### src/rtl/shift_pkg.sv
// Shared definitions for the shift_register command path: op and state
// encodings plus the register width that the sequencer defaults to.
package shift_pkg;

    localparam int SR_WIDTH = 4;

    typedef enum logic [1:0] {
        OP_NOP  = 2'b00,
        OP_LOAD = 2'b01,
        OP_SHL  = 2'b10,
        OP_SHR  = 2'b11
    } op_e;

    typedef enum logic [1:0] {
        S_IDLE  = 2'b00,
        S_PULSE = 2'b01,
        S_GAP   = 2'b10,
        S_DONE  = 2'b11
    } state_e;

endpackage

### src/rtl/shift_step_counter.sv
// Loadable down-counter holding the remaining register operations of a command.
// It saturates at zero so it never wraps.
module shift_step_counter #(
    parameter int CNT_W = 3
) (
    input  logic             clk,
    input  logic             reset,
    input  logic             load,
    input  logic [CNT_W-1:0] load_val,
    input  logic             dec,
    output logic [CNT_W-1:0] count,
    output logic             zero
);

    always_ff @(posedge clk) begin
        if (reset)
            count <= '0;
        else if (load)
            count <= load_val;
        else if (dec && !zero)
            count <= count - 1'b1;
    end

    assign zero = (count == '0);

endmodule

### src/rtl/shift_sequencer.sv
// Turns one LOAD/SHL/SHR/NOP command into strobe/gap pulses for shift_register,
// then signals completion with a single-cycle done pulse.
module shift_sequencer
    import shift_pkg::*;
#(
    parameter int WIDTH = SR_WIDTH,
    parameter int CNT_W = 3
) (
    input  logic             clk,
    input  logic             reset,
    input  logic             cmd_valid,
    output logic             cmd_ready,
    input  logic [1:0]       cmd_op,
    input  logic [CNT_W-1:0] cmd_cnt,
    input  logic [WIDTH-1:0] cmd_data,
    output logic [WIDTH-1:0] d_out,
    output logic             ld,
    output logic             sl,
    output logic             sr,
    output logic             busy,
    output logic             done
);

    state_e           state, state_nxt;
    op_e              op_q;
    op_e              op_in;
    logic [WIDTH-1:0] d_q;
    logic             accept;
    logic             is_shift;
    logic [CNT_W-1:0] rem_load;
    logic [CNT_W-1:0] rem;
    logic             rem_zero;

    assign op_in    = op_e'(cmd_op);
    assign accept   = cmd_valid && (state == S_IDLE);
    assign is_shift = (op_in == OP_SHL) || (op_in == OP_SHR);
    // NOP loads zero so rem always reflects the work actually outstanding.
    assign rem_load = (op_in == OP_LOAD) ? CNT_W'(1) : (is_shift ? cmd_cnt : '0);

    shift_step_counter #(.CNT_W(CNT_W)) u_step_counter (
        .clk      (clk),
        .reset    (reset),
        .load     (accept),
        .load_val (rem_load),
        .dec      (state == S_PULSE),
        .count    (rem),
        .zero     (rem_zero)
    );

    always_ff @(posedge clk) begin
        if (reset) begin
            state <= S_IDLE;
            op_q  <= OP_NOP;
            d_q   <= '0;
        end else begin
            state <= state_nxt;
            if (accept) begin
                op_q <= op_in;
                if (op_in == OP_LOAD)
                    d_q <= cmd_data;
            end
        end
    end

    always_comb begin
        state_nxt = state;
        case (state)
            S_IDLE: begin
                if (accept) begin
                    if (op_in == OP_NOP || (is_shift && cmd_cnt == '0))
                        state_nxt = S_DONE;
                    else
                        state_nxt = S_PULSE;
                end
            end
            S_PULSE: state_nxt = S_GAP;
            S_GAP:   state_nxt = rem_zero ? S_DONE : S_PULSE;
            S_DONE:  state_nxt = S_IDLE;
            default: state_nxt = S_IDLE;
        endcase
    end

    // Strobes come only from registered state/op, never from the command inputs.
    assign ld        = (state == S_PULSE) && (op_q == OP_LOAD);
    assign sl        = (state == S_PULSE) && (op_q == OP_SHL);
    assign sr        = (state == S_PULSE) && (op_q == OP_SHR);
    assign cmd_ready = (state == S_IDLE);
    assign busy      = (state != S_IDLE);
    assign done      = (state == S_DONE);
    assign d_out     = d_q;

endmodule

### config.mk
export PLATFORM = sky130hd
export DESIGN_NAME = shift_sequencer
export DESIGN_NICKNAME = d
export VERILOG_FILES = /design/src/rtl/shift_pkg.sv /design/src/rtl/shift_step_counter.sv /design/src/rtl/shift_sequencer.sv
export SDC_FILE = /design/constraint.sdc
export NUM_CORES = 1
export LEC_CHECK = 0
export CORE_ASPECT_RATIO = 1.1
export CORE_MARGIN = 3
export CORE_UTILIZATION = 32
export CTS_CLUSTER_SIZE = 14
export DETAILED_ROUTE_END_ITERATION = 10
export GPL_TIMING_DRIVEN = 0
export PLACE_DENSITY = 0.59
export SKIP_CTS_REPAIR_TIMING = 1
export SYNTH_ARGS = -nofsm -noshare
export SYNTH_HDL_FRONTEND = slang
export SYNTH_HIERARCHICAL = 1
export SYNTH_SLANG_ARGS = --single-unit
### constraint.sdc
create_clock -name clk -period 1.7 [get_ports clk]
set_input_delay 0.34 -clock clk [delete_from_list [all_inputs] [get_ports clk]]
set_output_delay 0.34 -clock clk [all_outputs]
set_load 0.05 [all_outputs]
==> results.yml, run 1 <==
logic_synthesis:
  async_reset_ff_share_pct: 0
  yosys.area_share.adder_pct: 4.10
  synth_edf_count: 0
  synth-simple-area-share_pct: 36.3
  synth_warnings: 6
  ys.flop_type: "dfxtp_1"
  seq_area_frac_synth_pct: 36.1
  synth_cells: 69
  synth-xor-area-share_pct: 1.43
  synth_common_cells: "11 x dfxtp_1, 10 x nand2b_1, 6 x mux2i_1"
  synthMuxAreaShare_pct: 9.84
  synth_top_area_share_pct: 36.1
  ys_ff_latch: 11
  synth_cell_types: 26
  yosysTopAreaCell: "dfxtp_1"
  synth_compound_area_share_pct: 7.58
  ys_top_cells_by_area: "dfxtp_1 36%, nand2b_1 10%, mux2i_1 9.8%"
  synth_area_um2: 611
  synth_nets: 83
  yosysMostFrequentCell: "dfxtp_1"
  synth_top_family_by_area: "simple AND/OR/NAND/NOR gates"
  avgSynthCellArea_um2: 8.85
worst_setup_path:
  critPathBufInv: 1
  worstPathRequired_ps: 1360
  cp-end-kind: "primary output"
  crit_end: "done"
  rr_startpoint: "u_step_counter/count[0]$_SDFFE_PP0P_"
  crit_family: "flip-flops"
  r2r-end: "u_step_counter/count[1]$_SDFFE_PP0P_"
  worst-path-max-fanout: 6
  setup.worst_path.start: "state[1]$_SDFFE_PP0P_"
  critical_path.max_stage_delay_ps: 470
  cp.depth: 2
  cp-start-kind: "flop"
  worstRegToRegCells: 6
  critPathKind: "reg2out"
  regToRegSetupSlack_ps: 230
  path_cells: "and2_1, dlymetal6s2s_1"
  arrival_ps: 1310
  cpMaxStageDelayCell: "dfxtp_1"
routing:
  vias_per_cell: 4.80
  vias: 533
  wl_per_cell_um: 11.1
  ant_nets: 0
  drt_iter0_drc: 2
  drc: 0
  finalWirelength_mm: 1.23
  first_pass_iters: 2
layout:
  antenna_cells: 0
  post-route-util_pct: 52.2
  final_area_um2: 882
  final_nets: 109
  drive_gt1_share_pct: 16.0
  area_growth_pct: 44.5
hold_path:
  hp-class: "reg2reg"
timing:
  period_share_pct: 97.2
  hold_violations: 0
  worstMarginPinSlew_ps: 627
  setup_viol: 0
  grt_setup_unrepaired: "yes"
  fin_crit_ps: 1650
  max_slew_margin_pct: 58.0
  skew_ps: 3.58
  fin_ws_ps: 47.3
  fmax_mhz: 605
  slew_viol_final: 0
placement:
  dp_slack_ps: -417
  portBuffers: 21
  place_congestion: 0.690
  placed_area_um2: 845
  dp_hpwl_um: 969
pwr:
  ir_drop_mv: 0.431
  powerDensity_nw_per_um2: 775
  power.leakage_uw: 0.000441
clocking:
  htree_levels: 1
  clock_path_buffers: 2
  clock-root-buffer: "clkbuf_4"
  cts_buffers: 3
  cts.clk_slew.worst_paths_ps: 70
  cts_tree: "done"
  numClockSinks: 11
  insertion_delay_ps: 270
global_route:
  grt_overflow: 0
  grt_max_degree: 11
  track_usage_pct: 11.8
  grt_pass1_vias: 503
  antenna_found_initial: 0
  grt_first_pass_wirelength_mm: 2.07
die:
  die_y_um: 51.8
  pin_count: 22
  core.rowCount: 15
  die-area_um2: 2470
  initial_core_util_pct: 36.1
  core-area_um2: 1690
  fp.dieW_um: 47.7
status:
  status: "completed"
run:
  drv_cap: 0
==> logic make-up after synthesis <==
group,after synthesis
xor+xnor,1
flops,11
compound gates,7
fa+ha+maj,2
mux,6
simple gates,35
buf+inv,7
==> how the worst min path moves through the flow <==
stage	to	start	cells past startpoint
5_1_grt	d_out[0]$_SDFFE_PP0P_	d_out[0]$_SDFFE_PP0P_	2
2_1_floorplan	u_step_counter/count[1]$_SDFFE_PP0P_	reset	1
4_1_cts	d_out[1]$_SDFFE_PP0P_	d_out[1]$_SDFFE_PP0P_	2
6_report	d_out[2]$_SDFFE_PP0P_	d_out[2]$_SDFFE_PP0P_	2
3_5_place_dp	d_out[1]$_SDFFE_PP0P_	d_out[1]$_SDFFE_PP0P_	2
3_3_place_gp	d_out[1]$_SDFFE_PP0P_	d_out[1]$_SDFFE_PP0P_	2
==> where the power goes <==
part	total, uW	leakage (uW)	switching, uW	internal, uW
registers	295	0.0000903	17.7	277
logic	210	0.000335	116	94.6
clock network	178	0.0000150	87.4	90.8
total	684	0.000441	221	463
==> layer usage <==
metal / vias up / share of wire [%] / global-route usage, %
li1: 282 / - / -
met1: 230 / 47 / 15.4
met2: 16 / 44 / 17.9
met3: 5 / 5.9 / 2.08
met4: 0 / 2.8 / 6.73
met5: - / 0 / 0
==> cell type report <==
class	count	area (um^2)
fill	162	807
multi-input combinational	51	372
sequential	11	221
timing repair buffer	21	213
clock buffer	4	26.3
inverter	6	25.0
tap	17	21.3
buffer	1	3.75
==> through the flow <==
stage / instances / TNS (ps) / total power, uW / hold slack (ps)
finish: 111 / 0 / 684 / 469
global route: 111 / -37.0 / 730 / 508
global placement: 107 / -2000 / 514 / 460
CTS: 111 / -3260 / 699 / 480
detailed placement: 107 / -2100 / 516 / 469
floorplan: 69 / 0 / 442 / 409
==> sequential cells by signal, indices dropped and copies added (netlist names) <==
signal,cells
u_step_counter/count,3
op_q,2
state,2
d_out,4
==> worst min-delay path, stage by stage, from the launching register on <==
cell and delay (ps):
dfxtp_1 310, nand2b_1 60, mux2i_1 60
==> layout by cell type, fill, tap and decap left out, types with 3 or more instances in the layout <==
cell	n
a31oi_1	3
and2_1	3
clkbuf_4	6
clkdlybuf4s50_1	11
dfxtp_1	10
dlymetal6s2s_1	6
inv_1	5
mux2i_1	6
nand2_1	5
nand2b_1	10
nor2_1	4
Power figures use the tool's default switching activity.
==> run 2, diff against run 1 <==
--- a/config.mk
+++ b/config.mk
@@ -7,11 +7,11 @@
 export LEC_CHECK = 0
 export CORE_ASPECT_RATIO = 1.1
 export CORE_MARGIN = 3
-export CORE_UTILIZATION = 32
+export CORE_UTILIZATION = 29
 export CTS_CLUSTER_SIZE = 14
 export DETAILED_ROUTE_END_ITERATION = 10
 export GPL_TIMING_DRIVEN = 0
-export PLACE_DENSITY = 0.59
+export PLACE_DENSITY = 0.54
 export SKIP_CTS_REPAIR_TIMING = 1
 export SYNTH_ARGS = -nofsm -noshare
 export SYNTH_HDL_FRONTEND = slang
==> run 2 against run 1 <==
Against the previous run: combinational power barely moved; total power fell by 0.38%; critical path depth did not move; non-clock buffer count did not move; flip-flop and latch count did not move; clock power fell by 2%; routed wire length rose by 7.6%; clock skew fell by 0.86 ps; first-iteration DRC count rose by 50%; sequential share of layout area fell by 0.28 points; critical path type unchanged; critical endpoint unchanged; largest cell class unchanged.
==> results.yml, run 2 (synthesis results as in run 1) <==
status:
  status: "completed"
layout:
  instances_no_fill: 121
  layout_common_cells: "11 x clkdlybuf4s50_1, 10 x nand2b_1, 10 x dfxtp_1, 6 x mux2i_1, 6 x dlymetal6s2s_1"
  post-route-util_pct: 47.4
  final_nets: 109
  antenna_cells: 0
  area_growth_pct: 46.1
  largest_reg_flops: 4
  layout_commonest_cell: "clkdlybuf4s50_1"
  drive_gt1_share_pct: 16.0
placement:
  portBuffers: 21
  place_inst: 117
  place_congestion: 0.711
  dp_hpwl_mm: 1.03
routing:
  wl_per_cell_um: 11.0
  vias_per_cell: 4.42
  first_pass_iters: 3
  ant_nets: 0
  vias: 535
  finalWirelength_mm: 1.33
  drc: 0
  drt_iter0_drc: 3
clocking:
  numClockSinks: 11
  cts_tree: "done"
  clock_path_buffers: 2
  cts_buffers: 3
  clock-root-buffer: "clkbuf_4"
  insertion_delay_ps: 260
  htree_levels: 1
  cts.clk_slew.worst_paths_ps: 70
die:
  pin_count: 22
  die_y_um: 54.1
  fp.dieW_um: 49.8
  core-area_um2: 1880
  initial_core_util_pct: 32.4
  core.rowCount: 16
  die-area_um2: 2690
worst_setup_path:
  worstPathRequired_ps: 1360
  cp-end-kind: "primary output"
  arrival_ps: 1300
  path_cells: "and2_1, dlymetal6s2s_1"
  critPathKind: "reg2out"
  worst-path-max-fanout: 6
  cpMaxStageDelayCell: "dfxtp_1"
  critPathBufInv: 1
  critical_path.max_stage_delay_ps: 470
  crit_family: "flip-flops"
  cp-start-kind: "flop"
timing:
  max_slew_margin_pct: 58.1
  grt_setup_unrepaired: "yes"
  skew_ps: 2.72
  setup_viol: 0
  setup_tns_ps: 0
  slew_viol_final: 0
  period_share_pct: 96.7
  hold_violations: 0
  fmax_mhz: 608
  holdWs_ps: 470
  fin_crit_ps: 1640
  worstMarginPinSlew_ps: 626
global_route:
  grt_first_pass_wirelength_mm: 2.21
  grt_pass1_vias: 481
  grt_overflow: 0
  grt_max_degree: 11
  track_usage_pct: 11.4
  antenna_found_initial: 0
pwr:
  ir_drop_mv: 0.402
  powerDensity_nw_per_um2: 764
  power.leakage_uw: 0.000441
hold_path:
  hp-class: "reg2reg"
run:
  drv_cap: 0
## run 2: area by class of cell
cell class	instances	area, um^2
flip-flops and latches	11	221
fillers	210	990
clock buffers	4	26.3
plain buffers	1	3.75
multi-input cells	51	372
inverters	6	25.0
repair buffers	21	210
well taps	27	33.8
## run 2: worst paths after layout
check / depth (start not counted) / startpoint / end / slack, ps
max: 2 / state[1]$_SDFFE_PP0P_ / done / 60
min: 2 / d_out[2]$_SDFFE_PP0P_ / d_out[2]$_SDFFE_PP0P_ / 470
max reg2reg: 6 / u_step_counter/count[0]$_SDFFE_PP0P_ / u_step_counter/count[1]$_SDFFE_PP0P_ / 210
min reg2reg: 2 / d_out[2]$_SDFFE_PP0P_ / d_out[2]$_SDFFE_PP0P_ / 470
## run 2: tightest hold or removal path, cell delays in order (launching register included)
cell	delay (ps)
dfxtp_1	310
nand2b_1	60
mux2i_1	60
## run 2: layer usage
layer | GRT usage, % | up-vias | part of all wire, %
met5 | 0 | - | 0
met4 | 8.29 | 0 | 2.6
met3 | 3.88 | 2 | 4.6
met2 | 18.5 | 11 | 49
met1 | 12.7 | 242 | 43
li1 | - | 280 | -
## run 2: through the flow
| stage | power, uW | worst slack (ps) | instance area, um^2 |
|---|---|---|---|
| after floorplan | 442 | 69.6 | 613 |
| after global placement | 516 | -416 | 857 |
| after detailed placement | 518 | -418 | 857 |
| after CTS | 700 | -712 | 883 |
| after global routing | 736 | -28.8 | 892 |
| final | 681 | 56.0 | 892 |
## run 2: power breakdown
| part | switching (uW) | internal [uW] |
|---|---|---|
| Combinational | 117 | 94.9 |
| Sequential | 17.9 | 277 |
| Clock | 83.7 | 90.5 |
